[config.mk]
export PLATFORM = sky130hd
export DESIGN_NAME = nn_layer_seq
export DESIGN_NICKNAME = d
export VERILOG_FILES = /design/src/rtl/nn_layer_seq.sv
export SDC_FILE = /design/constraint.sdc
export NUM_CORES = 1
export LEC_CHECK = 0
export BUFFER_PORTS_ARGS = -buffer_cell sky130_fd_sc_hd__buf_2
export CAP_MARGIN = 20
export CORE_MARGIN = 2
export CORE_UTILIZATION = 35
export CTS_CLUSTER_SIZE = 24
export DETAILED_ROUTE_END_ITERATION = 10
export SYNTH_ARGS = -nofsm -noshare
export SYNTH_HDL_FRONTEND = slang
export SYNTH_SLANG_ARGS = --single-unit
[constraint.sdc]
create_clock -name clk -period 3.95 [get_ports clk]
set_input_delay 0.1975 -clock clk [delete_from_list [all_inputs] [get_ports clk]]
set_output_delay 0.1975 -clock clk [all_outputs]
set_load 0.05 [all_outputs]
[src/rtl/nn_layer_seq.sv]
// Fully-connected layer sequencer: drives input/weight/bias read addresses and nn_mac
// controls per neuron, then hands each result downstream. Optional ReLU: NN_SEQ_RELU_EN.
module nn_layer_seq #(
    parameter int IN_W      = 8,
    parameter int N_W       = 8,
    parameter int WT_ADDR_W = 16,
    parameter int DATA_W    = 16
) (
    input  logic                 clk,
    input  logic                 rst,
    input  logic                 start,
    input  logic                 abort,
    input  logic [IN_W-1:0]      cfg_num_inputs,
    input  logic [N_W-1:0]       cfg_num_neurons,
    output logic                 busy,
    output logic                 done,
    output logic [IN_W-1:0]      in_addr,
    output logic [WT_ADDR_W-1:0] wt_addr,
    output logic [N_W-1:0]       bias_addr,
    output logic                 mac_clear,
    output logic                 mac_load_bias,
    output logic                 mac_enable,
    input  logic [DATA_W-1:0]    mac_result,
    output logic                 out_valid,
    input  logic                 out_ready,
    output logic [N_W-1:0]       out_addr,
    output logic [DATA_W-1:0]    out_data
);

    typedef enum logic [2:0] {
        S_IDLE = 3'd0,
        S_BIAS = 3'd1,
        S_LOAD = 3'd2,
        S_MAC  = 3'd3,
        S_RES  = 3'd4,
        S_OUT  = 3'd5,
        S_DONE = 3'd6
    } state_t;

    state_t                 state_q, state_d;
    logic [IN_W-1:0]        num_in_q, num_in_d;
    logic [N_W-1:0]         num_neu_q, num_neu_d;
    logic [N_W-1:0]         n_cnt_q, n_cnt_d;
    logic [IN_W-1:0]        i_cnt_q, i_cnt_d;
    logic [WT_ADDR_W-1:0]   wt_ptr_q, wt_ptr_d;
    logic [IN_W-1:0]        in_addr_q, in_addr_d;
    logic [WT_ADDR_W-1:0]   wt_addr_q, wt_addr_d;
    logic [N_W-1:0]         bias_addr_q, bias_addr_d;
    logic [N_W-1:0]         out_addr_q, out_addr_d;
    logic [DATA_W-1:0]      out_data_q, out_data_d;
    logic [IN_W:0]          i_plus1_s, i_plus2_s, num_in_ext_s;

    function automatic logic [DATA_W-1:0] act_f(input logic [DATA_W-1:0] x);
`ifdef NN_SEQ_RELU_EN
        if (x[DATA_W-1]) begin
            return {DATA_W{1'b0}};
        end else begin
            return x;
        end
`else
        return x;
`endif
    endfunction

    // i_cnt is the index of the input being accumulated this MAC cycle
    assign i_plus1_s    = {1'b0, i_cnt_q} + {{IN_W{1'b0}}, 1'b1};
    assign i_plus2_s    = {1'b0, i_cnt_q} + {{(IN_W-1){1'b0}}, 2'b10};
    assign num_in_ext_s = {1'b0, num_in_q};

    // Next-state, counter and address-issue logic
    always_comb begin
        state_d     = state_q;
        num_in_d    = num_in_q;
        num_neu_d   = num_neu_q;
        n_cnt_d     = n_cnt_q;
        i_cnt_d     = i_cnt_q;
        wt_ptr_d    = wt_ptr_q;
        in_addr_d   = in_addr_q;
        wt_addr_d   = wt_addr_q;
        bias_addr_d = bias_addr_q;
        out_addr_d  = out_addr_q;
        out_data_d  = out_data_q;
        if (abort) begin
            state_d = S_IDLE;
        end else begin
            case (state_q)
                S_IDLE: begin
                    if (start) begin
                        num_in_d  = cfg_num_inputs;
                        num_neu_d = cfg_num_neurons;
                        n_cnt_d   = {N_W{1'b0}};
                        i_cnt_d   = {IN_W{1'b0}};
                        wt_ptr_d  = {WT_ADDR_W{1'b0}};
                        if (cfg_num_neurons == {N_W{1'b0}}) begin
                            state_d = S_DONE;
                        end else begin
                            state_d     = S_BIAS;
                            bias_addr_d = {N_W{1'b0}};
                        end
                    end else begin
                        state_d = S_IDLE;
                    end
                end
                S_BIAS: begin
                    state_d   = S_LOAD;
                    in_addr_d = {IN_W{1'b0}};
                    wt_addr_d = wt_ptr_q;
                    i_cnt_d   = {IN_W{1'b0}};
                    // wt_ptr only advances for weights actually consumed
                    if (num_in_q != {IN_W{1'b0}}) begin
                        wt_ptr_d = wt_ptr_q + {{(WT_ADDR_W-1){1'b0}}, 1'b1};
                    end else begin
                        wt_ptr_d = wt_ptr_q;
                    end
                end
                S_LOAD: begin
                    if (num_in_q == {IN_W{1'b0}}) begin
                        state_d = S_RES;
                    end else begin
                        state_d = S_MAC;
                        if (i_plus1_s < num_in_ext_s) begin
                            in_addr_d = i_plus1_s[IN_W-1:0];
                            wt_addr_d = wt_ptr_q;
                            wt_ptr_d  = wt_ptr_q + {{(WT_ADDR_W-1){1'b0}}, 1'b1};
                        end else begin
                            in_addr_d = in_addr_q;
                        end
                    end
                end
                S_MAC: begin
                    if (i_plus1_s == num_in_ext_s) begin
                        state_d = S_RES;
                    end else begin
                        i_cnt_d = i_plus1_s[IN_W-1:0];
                        if (i_plus2_s < num_in_ext_s) begin
                            in_addr_d = i_plus2_s[IN_W-1:0];
                            wt_addr_d = wt_ptr_q;
                            wt_ptr_d  = wt_ptr_q + {{(WT_ADDR_W-1){1'b0}}, 1'b1};
                        end else begin
                            in_addr_d = in_addr_q;
                        end
                    end
                end
                S_RES: begin
                    state_d    = S_OUT;
                    out_data_d = act_f(mac_result);
                    out_addr_d = n_cnt_q;
                end
                S_OUT: begin
                    if (out_ready) begin
                        if (n_cnt_q == (num_neu_q - {{(N_W-1){1'b0}}, 1'b1})) begin
                            state_d = S_DONE;
                        end else begin
                            n_cnt_d     = n_cnt_q + {{(N_W-1){1'b0}}, 1'b1};
                            bias_addr_d = n_cnt_q + {{(N_W-1){1'b0}}, 1'b1};
                            state_d     = S_BIAS;
                        end
                    end else begin
                        state_d = S_OUT;
                    end
                end
                S_DONE: begin
                    state_d = S_IDLE;
                end
                default: begin
                    state_d = S_IDLE;
                end
            endcase
        end
    end

    // State, counter, address and result registers
    always_ff @(posedge clk or posedge rst) begin
        if (rst) begin
            state_q     <= S_IDLE;
            num_in_q    <= {IN_W{1'b0}};
            num_neu_q   <= {N_W{1'b0}};
            n_cnt_q     <= {N_W{1'b0}};
            i_cnt_q     <= {IN_W{1'b0}};
            wt_ptr_q    <= {WT_ADDR_W{1'b0}};
            in_addr_q   <= {IN_W{1'b0}};
            wt_addr_q   <= {WT_ADDR_W{1'b0}};
            bias_addr_q <= {N_W{1'b0}};
            out_addr_q  <= {N_W{1'b0}};
            out_data_q  <= {DATA_W{1'b0}};
        end else begin
            state_q     <= state_d;
            num_in_q    <= num_in_d;
            num_neu_q   <= num_neu_d;
            n_cnt_q     <= n_cnt_d;
            i_cnt_q     <= i_cnt_d;
            wt_ptr_q    <= wt_ptr_d;
            in_addr_q   <= in_addr_d;
            wt_addr_q   <= wt_addr_d;
            bias_addr_q <= bias_addr_d;
            out_addr_q  <= out_addr_d;
            out_data_q  <= out_data_d;
        end
    end

    assign busy          = (state_q != S_IDLE);
    assign done          = (state_q == S_DONE);
    assign mac_clear     = (state_q == S_IDLE);
    assign mac_load_bias = (state_q == S_LOAD);
    assign mac_enable    = (state_q == S_MAC);
    assign out_valid     = (state_q == S_OUT);
    assign in_addr       = in_addr_q;
    assign wt_addr       = wt_addr_q;
    assign bias_addr     = bias_addr_q;
    assign out_addr      = out_addr_q;
    assign out_data      = out_data_q;

endmodule

==> results.md, run 1 <==
* Antenna fix cells at 0
* Area of the core at 16400 um^2
* Total internal power at 2.14 mW
* Number of buffers between clock root and the deepest sink at 2
* Via count normalized by instance count at 5.23
* Final Cycle Share at 0.923
* DPL Wire Length at 10.3 mm
* Die area at 17600 um^2
* Switch Pwr at around 1.4 mW
* Most used DFF post-synth: dfrtp_1
* Total length of routed wires at 14.0 mm
* Placed cell areas at roughly 6500 um^2
* Static Leak at around 3.3 nW
* Total count of max-transition violations in the final report at 0
* Share of total power consumed by net switching at 0.403
* Hold Path Cell Cnt at 3
* Category of the worst setup path capture point: flop
* Data required time of the worst path at 4.23 ns
* Result of the run: finished clean
* Largest net degree at the start of global routing at 80
* Setup repair after global routing missed its margin: false
* Final setup TNS at 0 ns
* Async set-reset flop share out of synthesis at 1.00
* Path depth of the worst reg2reg path at 13
* Final critical-path required period at approximately 3.6 ns
* Total iterations of the first detailed-routing run at 5
* Cell Rows at 47
* Post-synthesis cell type count at 63
* Violation count after the first detailed-routing iteration at 381
* Clock tree from TritonCTS: done
* Maxcap violations at 0
* Remaining global-route overflow at 0
* Layout cell share with drive strength beyond 1 at 0.284
* Type of origin of the critical path: flop
* DRT antenna net count at 0
* Cell area power density at about 530 nW/um^2
* Residual DRC at 0
* Startpoint of the most critical register-to-register path: i_cnt_q[2]
* Area of all placed cells without fillers at 6800 um^2
* Endpoint arrival time on the critical path at 3.92 ns
* Synthesis Warnings at 0
* Total number of nets in the final design at 723
* Register bit total from synthesis at 107
* Nets in the synthesized netlist at 633
* Starting density of the core at 0.354
* H-Tree Level Count at 3
* Final Non-Filler Cells at 888
* Transition time at the pin with the least slew margin at 0.916 ns
* Worst clock skew at 0.00956 ns
* Power consumption at approximately 3.6 mW
* Number of hold violations in the final report at 0
* Clock latency of the later-clocked register in the worst-skew pair at around 0.36 ns
* Reg-to-Reg End: wt_ptr_q[8]
* Die extent in x at 133 um
* Number of input and output port buffers inserted at 98
* Number of antenna violations at the first check in global routing at 0
* Worst Setup Slack, final at about 0.31 ns
* Via count at 4641
* Capture endpoint of the worst hold path: num_in_q[0]
* Highest Clock Rate at 0.274 GHz
* Average wire length per cell after detail routing at 15.7 um
* Die Height at 133 um
* Number of flops mapped to enable cells by yosys at 0
* Post-synthesis to final-layout area growth at 17.1%
* Pre-CTS setup slack at about 0.37 ns
* Maximum fanout along the worst path at 10
* Clock root buffer: clkbuf_16
* Placed cell count at 872
* Clk network pwr share at 0.229
* Type of the most critical hold path: input pin to flop
* Final core area utilization at 0.414
* First-pass GRT wire length at between 20 and 25 mm
* Power share of the sequential group at 0.399
* Reg-to-reg slack, setup at 0.31 ns
* Setup-failing EPs final at 0
* Number of buffers created by CTS at 9
* Post-CTS clock slew at the launch and capture registers of the worst setup and hold paths at roughly 0.07 ns
* Setup Crit Path Kind: flop to flop
* Part of the power in combinational logic at 0.372
* Io pins at 99
* Netlist Area Pre-Place at 5800 um^2
* Post-CTS sizing at 0
* Per-instance average area after synthesis at 10.1 um^2
* Gpl congestion at ~0.94
* Vias in the first global route at about 4600
* Portion of the post-synthesis area used by sequential elements at 0.461
* Hold Startpoint: cfg_num_inputs[0]
* Cell count after synthesis at 575
* Worst hold slack across all endpoints at about 0.04 ns
* Clock sinks at roughly 110
* Worst slew margin at 0.387
* Largest vdd supply drop at around 0.27 mV
* All-layer global routing usage at 0.163
[routing by layer]
metal  vias to the layer above  GRT usage  wire [um]
li1                       2223          -          -
met1                      2256      0.207       6230
met2                       136      0.266       6750
met3                        26     0.0406        670
met4                         0     0.0717        331
met5                         -          0          0
[cell usage in the layout, fill, tap and decap left out, types with 8 or more instances in the layout]
master	count
a21oi_1	22
buf_2	98
buf_4	11
clkbuf_16	9
dfrtp_1	107
ha_1	21
inv_1	26
mux2_2	48
mux2i_1	8
nand2_1	69
nand3_1	27
nor2_1	33
o21ai_0	31
o31ai_1	9
or4_1	9
xnor2_1	18
xor2_1	11
[what timing repair did]
item                      4_1_cts  5_1_grt
buffers inserted                0        0
hold endpoints to repair        0       16
hold buffers                    0        1
[worst max-delay path: stages, from the launching register on]
cell	delay, ns
dfrtp_1	0.48
ha_1	0.30
nand3_1	0.14
nor2_1	0.26
nand2_1	0.13
xnor2_1	0.15
ha_1	0.29
and4_1	0.21
o211ai_2	0.12
o221ai_2	0.23
buf_4	0.24
or4_1	0.53
or3_1	0.33
a21oi_1	0.16
[Yosys cell counts (9+ instances only)]
cell	number	share of area
nor2_1	33	0.021
a21oi_1	22	0.019
xnor2_1	18	0.027
nand3_1	27	0.023
o21ai_0	31	0.027
dfrtp_1	107	0.46
nand2_1	69	0.045
xor2_1	11	0.017
clkbuf_1	18	0.012
ha_1	21	0.045
o31ai_1	9	0.012
inv_1	27	0.017
mux2_2	48	0.093
or4_1	9	0.012
[kinds of logic after synthesis]
family | count (synthesis) | share of synthesized area
mux | 57 | 0.109
xor+xnor | 30 | 0.0466
flops | 107 | 0.461
compound gates | 104 | 0.119
fa+ha+maj | 21 | 0.0453
simple gates | 197 | 0.173
buf+inv | 59 | 0.0463
[worst max-delay path by stage]
stage / startpoint / to / slack (ns) / depth (start not counted)
6_report: i_cnt_q[2] / wt_ptr_q[8] / 0.31 / 13
4_1_cts: i_cnt_q[1] / wt_addr[9] / 0.33 / 12
5_1_grt: i_cnt_q[2] / wt_ptr_q[8] / 0.07 / 13
3_5_place_dp: i_cnt_q[2] / wt_ptr_q[8] / 0.37 / 13
2_1_floorplan: i_cnt_q[1] / wt_addr[9] / 0.66 / 13
3_3_place_gp: i_cnt_q[2] / wt_ptr_q[8] / 0.48 / 13
[power groups by stage]
stage,clock [mW],combinational [mW],sequential (mW)
6_report,0.819,1.33,1.43
5_1_grt,0.894,1.43,1.45
4_1_cts,0.852,1.33,1.43
3_5_place_dp,0,1.32,1.45
3_3_place_gp,0,1.29,1.44
2_1_floorplan,0,0.673,1.76
[sequential cells by signal, summed over array words and instances (netlist names)]
register,count
num_in_q,8
wt_addr,16
num_neu_q,8
wt_ptr_q,16
n_cnt_q,8
in_addr,8
out_addr,8
bias_addr,8
out_data,16
state_q,3
i_cnt_q,8
[final cells by class]
class / count / area [um^2]
Clock buffer: 10 / 229
Clock inverter: 4 / 30.0
Fill cell: 1625 / 9610
Inverter: 27 / 104
Multi-Input combinational cell: 409 / 2870
Sequential cell: 107 / 2680
Tap cell: 220 / 275
Timing Repair Buffer: 111 / 611
No activity file was read; power rests on OpenSTA's default activity.
==> run 2: changes to the inputs <==
- BUFFER_PORTS_ARGS: -buffer_cell sky130_fd_sc_hd__buf_2 -> not set
- CORE_UTILIZATION: 35 -> 64
- DONT_BUFFER_PORTS: not set -> 1
- PLACE_DENSITY: not set -> 0.8
- RECOVER_POWER: not set -> 100
==> run 2 against run 1 <==
The flow now finishes with violations (capacitance limit, slew limit); critical path depth fell by 1; die area fell by 44%; register-to-register slack got worse by 0.05 ns; sequential share of layout area rose by 2.8 points; cell count fell by 20%; worst hold slack improved by 0.046 ns; cell area fell by 6.6%; highest routed layer unchanged.
==> results.md, run 2 (synthesis results as in run 1) <==
* Path depth of the worst reg2reg path at 12 (was 13)
* Number of input and output port buffers inserted at 0 (was 98)
* Commonest cells after routing, fill and taps aside: dfrtp_1, nand2_1, mux2_2 (was dfrtp_1, buf_2, nand2_1)
* Global-route met1 utilization at 0.369 (was 0.207)
* Hold Path Cell Cnt at 3 (unchanged)
* Commonest non-fill, non-tap cell in the layout: dfrtp_1 (unchanged)
* Cell area power density at 518 nW/um^2 (was 526 nW/um^2)
* Worst clock skew at 0.0143 ns (was 0.00956 ns)
* Violation count after the first detailed-routing iteration at 212 (was 381)
* Average wire length per cell after detail routing at 18.5 um (was 15.7 um)
* Post-synthesis to final-layout area growth at 9.36% (was 17.1%)
* Final setup TNS at 0 ns (unchanged)
* Largest vdd supply drop at 0.532 mV (was 0.267 mV)
* Reg-to-reg slack, setup at 0.25 ns (was 0.31 ns)
* Clock root buffer: clkbuf_8 (was clkbuf_16)
* Worst slew margin at -0.744 (was 0.387)
* First-pass GRT wire length at 22.2 mm (was 23.1 mm)
* Gpl congestion at 0.930 (was 0.941)
* Endpoint arrival time on the critical path at 3.96 ns (was 3.92 ns)
* Type of origin of the critical path: flop (unchanged)
* Maxcap violations at 1 (was 0)
* Final Non-Filler Cells at 711 (was 888)
* Remaining global-route overflow at 0 (unchanged)
* Total iterations of the first detailed-routing run at 7 (was 5)
* GR Util met3 at 0.0492 (was 0.0406)
* Highest Clock Rate at 0.270 GHz (was 0.274 GHz)
* H-Tree Level Count at 3 (unchanged)
* Clock sinks at 107 (unchanged)
* Placed cell count at 661 (was 872)
* Total count of max-transition violations in the final report at 73 (was 0)
* Final Cycle Share at 0.936 (was 0.923)
* DPL Wire Length at 9.03 mm (was 10.3 mm)
* Data required time of the worst path at 4.21 ns (was 4.23 ns)
* Starting density of the core at 0.662 (was 0.354)
* Residual DRC at 0 (unchanged)
* Clock latency of the later-clocked register in the worst-skew pair at 0.37 ns (was 0.36 ns)
* Setup repair after global routing missed its margin: false (unchanged)
* Antenna fix cells at 0 (unchanged)
* Hold Startpoint: abort (was cfg_num_inputs[0])
* Post-CTS Setup Repair Bufs at 0 (unchanged)
* Met2 global-route usage at 0.476 (was 0.266)
* Cell Rows at 34 (was 47)
* Cts-stage hold buffer count at 34 (was 0)
* Vias in the first global route at 4635 (was 4619)
* Category of the worst setup path capture point: flop (unchanged)
* Failing checks: capacitance limit, slew limit
* Area of the core at 8760 um^2 (was 16400 um^2)
* Busiest layer in global routing: met2 (unchanged)
* Transition time at the pin with the least slew margin at 2.61 ns (was 0.916 ns)
* Final critical-path required period at 3.70 ns (was 3.64 ns)
* Type of the most critical hold path: input pin to flop (unchanged)
* Capture endpoint of the worst hold path: i_cnt_q[2] (was num_in_q[0])
* Static Leak at 2.94 nW (was 3.34 nW)
* Post-CTS sizing at 0 (unchanged)
* Post-CTS clock slew at the launch and capture registers of the worst setup and hold paths at 0.11 ns (was 0.07 ns)
* Number of buffers created by CTS at 9 (unchanged)
* Layout cell share with drive strength beyond 1 at 0.141 (was 0.284)
* Number of hold violations in the final report at 0 (unchanged)
* Total number of nets in the final design at 656 (was 723)
* Number of antenna violations at the first check in global routing at 0 (unchanged)
* Die area at 9850 um^2 (was 17600 um^2)
* Die Height at 99.2 um (was 133 um)
* Setup Crit Path Kind: flop to flop (unchanged)
* Result of the run: finished, violations left (was finished clean)
* Total length of routed wires at 13.1 mm (was 14.0 mm)
* Clock tree from TritonCTS: done (unchanged)
* Io pins at 99 (unchanged)
* Number of fillers in the final layout at 638 (was 1625)
* Via count at 4488 (was 4641)
* Number of buffers between clock root and the deepest sink at 2 (unchanged)
* DRT antenna net count at 0 (unchanged)
* Maximum fanout along the worst path at 24 (was 10)
* All-layer global routing usage at 0.280 (was 0.163)
* Setup-failing EPs final at 0 (unchanged)
* Die extent in x at 99.2 um (was 133 um)
* Largest net degree at the start of global routing at 73 (was 80)
* Reg-to-Reg End: wt_addr[9] (was wt_ptr_q[8])
* Via count normalized by instance count at 6.31 (was 5.23)
* Startpoint of the most critical register-to-register path: i_cnt_q[1] (was i_cnt_q[2])
-- run 2: per-layer routing --
layer	routed length (um)	vias to the layer above	share of wire
met5	0	-	0
met4	282	0	0.021
met3	712	31	0.054
met2	6510	174	0.50
met1	5620	2190	0.43
li1	-	2093	-
-- run 2: report_power, final --
group          internal (mW)  total, mW  switching (mW)
combinational          0.358      0.853           0.495
clock                  0.240      0.639           0.399
sequential              1.27       1.80           0.526
total                   1.87       3.29            1.42
-- run 2: worst max-delay path by stage --
stage | start | end | cells past startpoint
after CTS | i_cnt_q[2] | wt_ptr_q[15] | 12
after global placement | i_cnt_q[1] | wt_addr[9] | 12
after floorplan | i_cnt_q[1] | wt_addr[9] | 13
final | i_cnt_q[1] | wt_addr[9] | 12
after global routing | rst | wt_ptr_q[15] | 3
after detailed placement | i_cnt_q[2] | wt_ptr_q[11] | 12
-- run 2: critical path: stages (launching register included) --
cell and delay [ns]:
dfrtp_1 0.45, ha_1 0.28, nand3_1 0.26, nor2_1 0.20, xor2_1 0.25, ha_1 0.31
a211oi_1 0.23, nand2_1 0.09, o221ai_1 0.22, a221oi_1 0.15, or4_1 0.52, buf_4 0.25
mux2_1 0.36
-- run 2: cell type report --
class / count / area (um^2) / area share
clock buffers: 9 / 124 / 0.0195
clock inverters: 7 / 60.1 / 0.00946
inverters: 27 / 101 / 0.0160
multi-input cells: 409 / 2850 / 0.449
flip-flops and latches: 107 / 2680 / 0.422
well taps: 108 / 135 / 0.0213
repair buffers: 44 / 399 / 0.0629
-- run 2: per-stage QoR --
step | area (um^2) | util | hold slack, ns | worst slack, ns | power, mW
final | 6350 | 0.724 | 0.0845 | 0.252 | 3.29
after detailed placement | 5860 | 0.669 | 0.265 | 0.374 | 2.63
after floorplan | 5800 | - | 0.303 | 0.664 | 2.43
after global placement | 5860 | 0.669 | 0.263 | 0.569 | 2.58
after global routing | 6350 | 0.724 | 0.0855 | 0.0534 | 3.46
after CTS | 6380 | 0.729 | 0.0775 | 0.349 | 3.29
